**src/rtl/iob_bus_arbiter2.sv**
```systemverilog
// iob_bus_arbiter2
//   Round-robin arbiter sharing one IOb native port between the CPU
//   instruction bus (s0) and data bus (s1). One transaction is in flight at
//   a time. The request is captured into the m_* registers and held until
//   the slave answers. The response is passed back combinationally to the
//   requester that owns the transaction.
//
//   Ports:
//     clk, resetn             clock, async active-low reset
//     s0_* / s1_*             requester ports (avalid/addr/wdata/wstrb in,
//                             rdata/rvalid out)
//     m_*                     shared slave port (avalid/addr/wdata/wstrb out,
//                             rdata/rvalid in)
//     err                     one-cycle pulse when the watchdog aborts
//
//   Optional feature, macro IOB_BUS_ARBITER2_TIMEOUT_EN:
//     A watchdog aborts a BUSY transaction after 2^TIMEOUT_W-1 cycles
//     without a response. The abort returns rdata=0 to the owner and
//     pulses err. When the macro is not defined, err is tied 0.
module iob_bus_arbiter2 #(
  parameter int ADDR_W    = 32,
  parameter int DATA_W    = 32,
  parameter int TIMEOUT_W = 8
) (
  input  logic                clk,
  input  logic                resetn,

  input  logic                s0_avalid,
  input  logic [ADDR_W-1:0]   s0_addr,
  input  logic [DATA_W-1:0]   s0_wdata,
  input  logic [DATA_W/8-1:0] s0_wstrb,
  output logic [DATA_W-1:0]   s0_rdata,
  output logic                s0_rvalid,

  input  logic                s1_avalid,
  input  logic [ADDR_W-1:0]   s1_addr,
  input  logic [DATA_W-1:0]   s1_wdata,
  input  logic [DATA_W/8-1:0] s1_wstrb,
  output logic [DATA_W-1:0]   s1_rdata,
  output logic                s1_rvalid,

  output logic                m_avalid,
  output logic [ADDR_W-1:0]   m_addr,
  output logic [DATA_W-1:0]   m_wdata,
  output logic [DATA_W/8-1:0] m_wstrb,
  input  logic [DATA_W-1:0]   m_rdata,
  input  logic                m_rvalid,

  output logic                err
);

  localparam logic [1:0] IDLE  = 2'd0;
  localparam logic [1:0] BUSY0 = 2'd1;
  localparam logic [1:0] BUSY1 = 2'd2;

  logic [1:0] state;
  logic       last;   // index of the requester served most recently
  logic       busy0, busy1, busy;
  logic       gnt0, gnt1;
  logic       tmo;    // watchdog abort this cycle
  logic       done;   // transaction ends this cycle (response or abort)

  assign busy0 = (state == BUSY0);
  assign busy1 = (state == BUSY1);
  assign busy  = busy0 | busy1;

  // On a tie, the requester that was not served last wins.
  assign gnt0 = s0_avalid & (~s1_avalid |  last);
  assign gnt1 = s1_avalid & (~s0_avalid | ~last);

  assign done = busy & (m_rvalid | tmo);

  always_ff @(posedge clk or negedge resetn) begin
    if (!resetn) begin
      state   <= IDLE;
      last    <= 1'b1;
      m_addr  <= '0;
      m_wdata <= '0;
      m_wstrb <= '0;
    end else begin
      case (state)
        IDLE: begin
          if (gnt0) begin
            state   <= BUSY0;
            last    <= 1'b0;
            m_addr  <= s0_addr;
            m_wdata <= s0_wdata;
            m_wstrb <= s0_wstrb;
          end else if (gnt1) begin
            state   <= BUSY1;
            last    <= 1'b1;
            m_addr  <= s1_addr;
            m_wdata <= s1_wdata;
            m_wstrb <= s1_wstrb;
          end
        end
        BUSY0, BUSY1: if (done) state <= IDLE;
        default: state <= IDLE;
      endcase
    end
  end

`ifdef IOB_BUS_ARBITER2_TIMEOUT_EN
  logic [TIMEOUT_W-1:0] wd_cnt;

  // The counter is held at 0 in IDLE, so it starts at 0 on entry to BUSY.
  always_ff @(posedge clk or negedge resetn) begin
    if (!resetn)           wd_cnt <= '0;
    else if (!busy)        wd_cnt <= '0;
    else if (!m_rvalid)    wd_cnt <= wd_cnt + 1'b1;
  end

  // A real response in the limit cycle takes priority over the abort.
  assign tmo = busy & ~m_rvalid & (&wd_cnt);
  assign err = tmo;
`else
  assign tmo = 1'b0;
  assign err = 1'b0;
`endif

  // The request drops in the response cycle itself.
  assign m_avalid  = busy & ~done;

  assign s0_rvalid = busy0 & done;
  assign s1_rvalid = busy1 & done;
  // On an abort m_rvalid is low, so the returned data is 0.
  assign s0_rdata  = (busy0 & m_rvalid) ? m_rdata : '0;
  assign s1_rdata  = (busy1 & m_rvalid) ? m_rdata : '0;

endmodule

```
**config.mk**
```make
export PLATFORM = sky130hd
export DESIGN_NAME = iob_bus_arbiter2
export DESIGN_NICKNAME = d
export VERILOG_FILES = /design/src/rtl/iob_bus_arbiter2.sv
export SDC_FILE = /design/constraint.sdc
export NUM_CORES = 1
export LEC_CHECK = 0
export BUFFER_PORTS_ARGS = -buffer_cell sky130_fd_sc_hd__buf_2
export CAP_MARGIN = 15
export CORE_AREA = 2 2 120 122
export CTS_CLUSTER_SIZE = 10
export DETAILED_ROUTE_END_ITERATION = 12
export DIE_AREA = 0 0 122 124
export GPL_TIMING_DRIVEN = 1
export SLEW_MARGIN = 20
export SYNTH_ARGS = -nofsm -noshare
export SYNTH_HDL_FRONTEND = slang
export SYNTH_SLANG_ARGS = --single-unit
export TNS_END_PERCENT = 20
```
**constraint.sdc**
```tcl
create_clock -name clk -period 1.9 [get_ports clk]
set_input_delay 0.38 -clock clk [delete_from_list [all_inputs] [get_ports clk]]
set_output_delay 0.38 -clock clk [all_outputs]
set_load 0.05 [all_outputs]
```
==> results of run 1 <==
==> stage by stage <==
| stage | TNS, ps | setup slack, ps |
|---|---|---|
| after CTS | -1360 | -49.4 |
| after global placement | 0 | 239 |
| after global routing | -3670 | -81.0 |
| final | -25.5 | -7.26 |
| after floorplan | 0 | 171 |
| after detailed placement | 0 | 196 |
==> layout make-up <==
type                       instances  share of cell area
clock buffer                      11              0.0345
clock inverter                     5              0.0157
inverter                           3             0.00167
multi-input combinational        354               0.294
sequential                        71               0.263
tap                              180              0.0333
timing repair buffer             330               0.357
==> report_power, final <==
part / internal (mW) / switching, mW
logic: 2.14 / 5.27
clock network: 1.29 / 0.643
registers: 2.29 / 0.404
==> worst register-to-register path: stages (launching register included) <==
cell and delay [ps]:
dfrtp_2 440, inv_2 90, ha_1 270, o21a_4 360, buf_4 260, nor2_1 60, a31oi_1 160
==> layer usage <==
layer  up-vias  global-route usage  share of wire  wire (um)
li1       2333                   -              -          -
met1      2264               0.243           0.39       6570
met2       244               0.367           0.51       8460
met3        29              0.0559          0.075       1250
met4         0              0.0783          0.027        458
met5         -                   0              0          0
==> logic make-up after synthesis <==
kind of cell             synth area share
AO/OA/AOI/OAI                       0.205
AND/OR/NAND/NOR                     0.258
flip-flops                          0.443
buffers and inverters              0.0833
adder cells (fa/ha/maj)           0.00936
other                            0.000935
==> worst min path at each step <==
stage            from         end  slack (ps)
2_1_floorplan  resetn   m_addr[0]          80
3_3_place_gp   resetn  m_addr[18]         360
6_report       resetn  m_addr[18]           1
4_1_cts        resetn  m_addr[18]           2
3_5_place_dp   resetn  m_addr[18]         360
5_1_grt        resetn  m_addr[19]          20
==> sequential cells by signal, summed over array words and instances (netlist names) <==
| signal | cells |
|---|---|
| m_addr | 32 |
| m_wdata | 32 |
| m_wstrb | 4 |
| state | 2 |
| last | 1 |
==> synthesized netlist by cell type <==
cell type,instances
a211oi_1,1
a21o_1,1
a21oi_1,2
a31oi_1,69
a32o_1,1
and2_1,1
and2b_4,1
and3_1,65
buf_2,17
buf_4,5
buf_6,8
clkbuf_1,28
clkbuf_2,1
conb_1,1
dfrtp_1,70
dfstp_2,1
ha_1,3
inv_1,3
nand2b_1,1
nand3_1,68
nor2_1,69
nor2b_1,1
o21a_1,2
o21ai_0,58
o21ai_1,10
==> what timing repair did <==
action / in CTS / in global routing
pin swaps: 0 / 3
endpoints found under the setup margin: 67 / 67
cloned: 0 / 2
resized for setup: 127 / 20
==> flow_metrics.py, run 1 <==
metrics = {
    "clock_network": {
        "cts.clk_slew.worst_paths_ps": 60,
        "tritoncts": "done",
        "ctsHoldBuffers": 0,
        "cts_max_path_buffers": 2,
        "cts_setup_buffers": 0,
        "numCtsBuffers": 9,
        "clock-sinks": 71,
        "clk-insertion-delay-late_ps": 330,
        "root_buffer": "clkbuf_16",
        "htree_levels": 3,
    },
    "setup_path": {
        "crit_buf_inv": 3,
        "worstSetupStartpointType": "flop",
        "crit_end": "s0_rdata[6]",
        "crit_start": "state[1]",
        "max_stage_delay_ps": 440,
        "r2r_cells": 6,
        "r2r-end": "m_wdata[14]",
        "rr_startpoint": "state[1]",
        "cp.arrival_ps": 1530,
        "worstPathMaxFanout": 16,
        "cp_num_cells": 5,
        "slowest_stage": "dfrtp_2",
        "critPathRequiredTime_ps": 1520,
        "criticalPathCategory": "reg2out",
        "critPathTopFamily": "flip-flops",
        "regToRegSetupSlack_ps": 180,
        "end_kind": "output pin",
        "cp_cell_sequence": "inv_2 -> ha_4 -> clkbuf_16 -> and3_1 -> buf_6",
    },
    "status": {
        "status": "finished with violations",
        "violations": "setup timing",
    },
    "sta": {
        "hold_violations": 0,
        "whs_ps": 1.13,
        "setup_viol": 7,
        "fmax_ghz": 0.524,
        "layout_setup_ws_ps": -7.26,
        "period_share": 1.00,
        "finalMaxSlewViolations": 0,
        "rsz0062_at_grt": "yes",
        "skew_ps": 6.89,
        "period_needed_ps": 1910,
    },
    "floorplan": {
        "die_h_um": 124,
        "coreArea_um2": 13700,
        "die_w_um": 122,
        "ioPinCount": 309,
        "die_area_um2": 15100,
        "rows": 43,
        "start_util": 0.292,
    },
    "route": {
        "route.detailed.drc": 0,
        "via_per_inst": 5.10,
        "routed_wl_um": 16700,
        "num_vias": 4870,
        "wl_per_cell_um": 17.5,
        "antenna_left": 0,
        "drt_pass1_iterations": 4,
        "drt_iter0_markers": 256,
    },
    "layout": {
        "syn2layout_area_growth_pct": 68.4,
        "drive_gt1_frac": 0.472,
        "nNetsFinal": 945,
        "seqCellArea_um2": 1780,
        "antennaDiodeCount": 0,
        "most-common-layout-cells": "buf_2, nor2_1, a31oi_1, dfrtp_1, nand3_1",
        "design_area_um2": 6750,
        "n_fill_cell": 1320,
        "multiInputGateArea_um2": 1990,
        "final_cells": 954,
        "final_common_cell": "buf_2",
        "fin_util": 0.492,
    },
    "synthesis": {
        "ys_types": 25,
        "syn_area_um2": 4010,
        "ys_ff_latch": 71,
        "yosys_warnings": 0,
        "avgSynthCellArea_um2": 8.23,
        "synthTopCellsByArea": "dfrtp_1, a31oi_1, and3_1",
        "netlist.area_leader.share": 0.437,
        "synthCells": 487,
        "yosysTopAreaCell": "dfrtp_1",
        "ys_seq_area_frac": 0.443,
        "syn_nets": 663,
    },
    "placement": {
        "hpwl_um": 12100,
        "placed_area_um2": 5880,
        "portBuffers": 307,
        "routabilityCongestion": 0.799,
        "dp.cells": 936,
    },
    "power": {
        "p_leak_nw": 3.34,
        "vdd_ir_drop_max_mv": 0.637,
        "powerDensity_nw_per_um2": 1780,
        "total_power_mw": 12.0,
    },
    "global_routing": {
        "grt_pass1_wl_um": 24200,
        "grtUsageTotal": 0.208,
        "grt_pass1_vias": 4569,
        "antenna_found_initial": 0,
        "overflow": 0,
        "grt_max_degree": 54,
    },
    "hold_path": {
        "min_path_type": "in2async",
    },
    "flow_run": {
        "max-cap-violations": 0,
    },
}
No activity file was read; power rests on OpenSTA's default activity.
==> inputs of run 2 (changes only) <==
Settings changed: SKIP_CTS_REPAIR_TIMING from default to 1.
==> run 2 against run 1 <==
Compared with the run above: the flow still finishes with violations (setup timing); design area grew 1.5%; wire length grew 1.9%; non-clock buffer count grew 2; sequential share of layout area shrank 0.41 points; combinational power grew 1%; setup slack lost 35 ps; first-iteration DRC count shrank 17%; worst hold slack is essentially flat; global-route usage shrank 0.69 points; cell count grew 0.21%; maximum frequency shrank 1.8%; count of clock-buffer cells in the layout is the same; highest routed layer unchanged.
==> flow_metrics.py, run 2 (synthesized netlist as in run 1, its figures left out) <==
metrics = {
    "setup_path": {
        "slowest_stage": "dfrtp_1",
        "end_kind": "output pin",
        "cp_cell_sequence": "buf_4 -> ha_4 -> buf_12 -> and3_1 -> buf_6",
        "worstSetupStartpointType": "flop",
        "regToRegSetupSlack_ps": 180,
        "critPathRequiredTime_ps": 1520,
        "worstPathMaxFanout": 17,
        "max_stage_delay_ps": 390,
        "cp.arrival_ps": 1560,
        "criticalPathCategory": "reg2out",
    },
    "sta": {
        "layout_setup_ws_ps": -42.6,
        "period_share": 1.02,
        "hold_violations": 0,
        "fin_tns_setup_ps": -482,
        "setup_viol": 31,
        "rsz0062_at_grt": "yes",
        "whs_ps": 0.906,
        "skew_ps": 7.00,
        "finalMaxSlewViolations": 0,
        "period_needed_ps": 1940,
        "fmax_ghz": 0.515,
    },
    "status": {
        "violations": "setup timing",
        "status": "finished with violations",
    },
    "global_routing": {
        "antenna_found_initial": 0,
        "grtUsageTotal": 0.202,
        "grt_max_degree": 54,
        "grt_pass1_wl_um": 23400,
        "overflow": 0,
        "grt_pass1_vias": 4423,
    },
    "layout": {
        "final_common_cell": "buf_2",
        "design_area_um2": 6860,
        "final_cells": 956,
        "largest_registers": "m_addr (32), m_wdata (32), m_wstrb (4)",
        "most-common-layout-cells": "buf_2, dfrtp_1, nor2_1, a31oi_1, nand3_1",
        "drive_gt1_frac": 0.490,
        "antennaDiodeCount": 0,
        "nNetsFinal": 947,
        "syn2layout_area_growth_pct": 71.0,
    },
    "power": {
        "p_leak_nw": 3.32,
        "vdd_ir_drop_max_mv": 0.709,
        "total_power_mw": 12.1,
        "powerDensity_nw_per_um2": 1770,
    },
    "floorplan": {
        "start_util": 0.292,
        "die_area_um2": 15100,
        "die_h_um": 124,
        "coreArea_um2": 13700,
        "die_w_um": 122,
        "rows": 43,
        "ioPinCount": 309,
    },
    "hold_path": {
        "min_path_type": "in2async",
    },
    "route": {
        "drt_iter0_markers": 213,
        "num_vias": 4884,
        "via_per_inst": 5.11,
        "route.detailed.drc": 0,
        "routed_wl_um": 17100,
        "drt_pass1_iterations": 5,
        "wl_per_cell_um": 17.8,
        "antenna_left": 0,
    },
    "placement": {
        "portBuffers": 307,
        "dp.cells": 936,
        "routabilityCongestion": 0.799,
        "placed_area_um2": 5880,
        "hpwl_um": 12100,
    },
    "clock_network": {
        "numCtsBuffers": 9,
        "clock-sinks": 71,
        "cts.clk_slew.worst_paths_ps": 60,
        "tritoncts": "done",
        "clk-insertion-delay-late_ps": 330,
        "root_buffer": "clkbuf_16",
        "cts_max_path_buffers": 2,
        "htree_levels": 3,
    },
    "flow_run": {
        "max-cap-violations": 0,
    },
}
## run 2: changes by cell type in the layout (fill, tap and decap cells not counted), sizes merged
cell  change
buf       +2
## run 2: power breakdown
part	switching, mW	internal [mW]	leakage, nW
Combinational	5.31	2.20	2.36
Sequential	0.399	2.29	0.801
Clock	0.641	1.29	0.160
## run 2: final cells by class
class                   count  area (um^2)
fillers                  1316         6860
repair buffers            332         2440
multi-input cells         354         2070
flip-flops and latches     71         1780
clock buffers              11          233
well taps                 180          225
clock inverters             5          106
inverters                   3         11.3
## run 2: stage by stage
stage / util / worst slack, ps
final: 0.500 / -42.6
after floorplan: - / 171
after detailed placement: 0.428 / 196
after CTS: 0.453 / -152
after global routing: 0.500 / -84.5
after global placement: 0.428 / 239
## run 2: final timing paths
check	to	startpoint	cells after the start
max in group asynchronous	m_wdata[15]	resetn	2
worst max-delay path	s1_rdata[28]	state[1]	5
min in group clk	m_addr[7]	s0_addr[7]	3
worst min register to register	state[1]	state[1]	1
worst max register to register	m_wdata[14]	state[1]	6
worst min-delay path	m_addr[18]	resetn	1
## run 2: routing by layer
layer,global-route usage,vias up,share of wire
met1,0.239,2300,0.39
met3,0.0499,19,0.079
met5,0,-,0
met2,0.359,228,0.51
li1,-,2337,-
met4,0.0611,0,0.020
## run 2: critical path: cells and delay by family (launching register included)
family / cells / cell delay [ps]
buffers and inverters: 3 / 460
DFF: 1 / 390
and+or+nand+nor: 1 / 200
adders and majority gates: 1 / 180
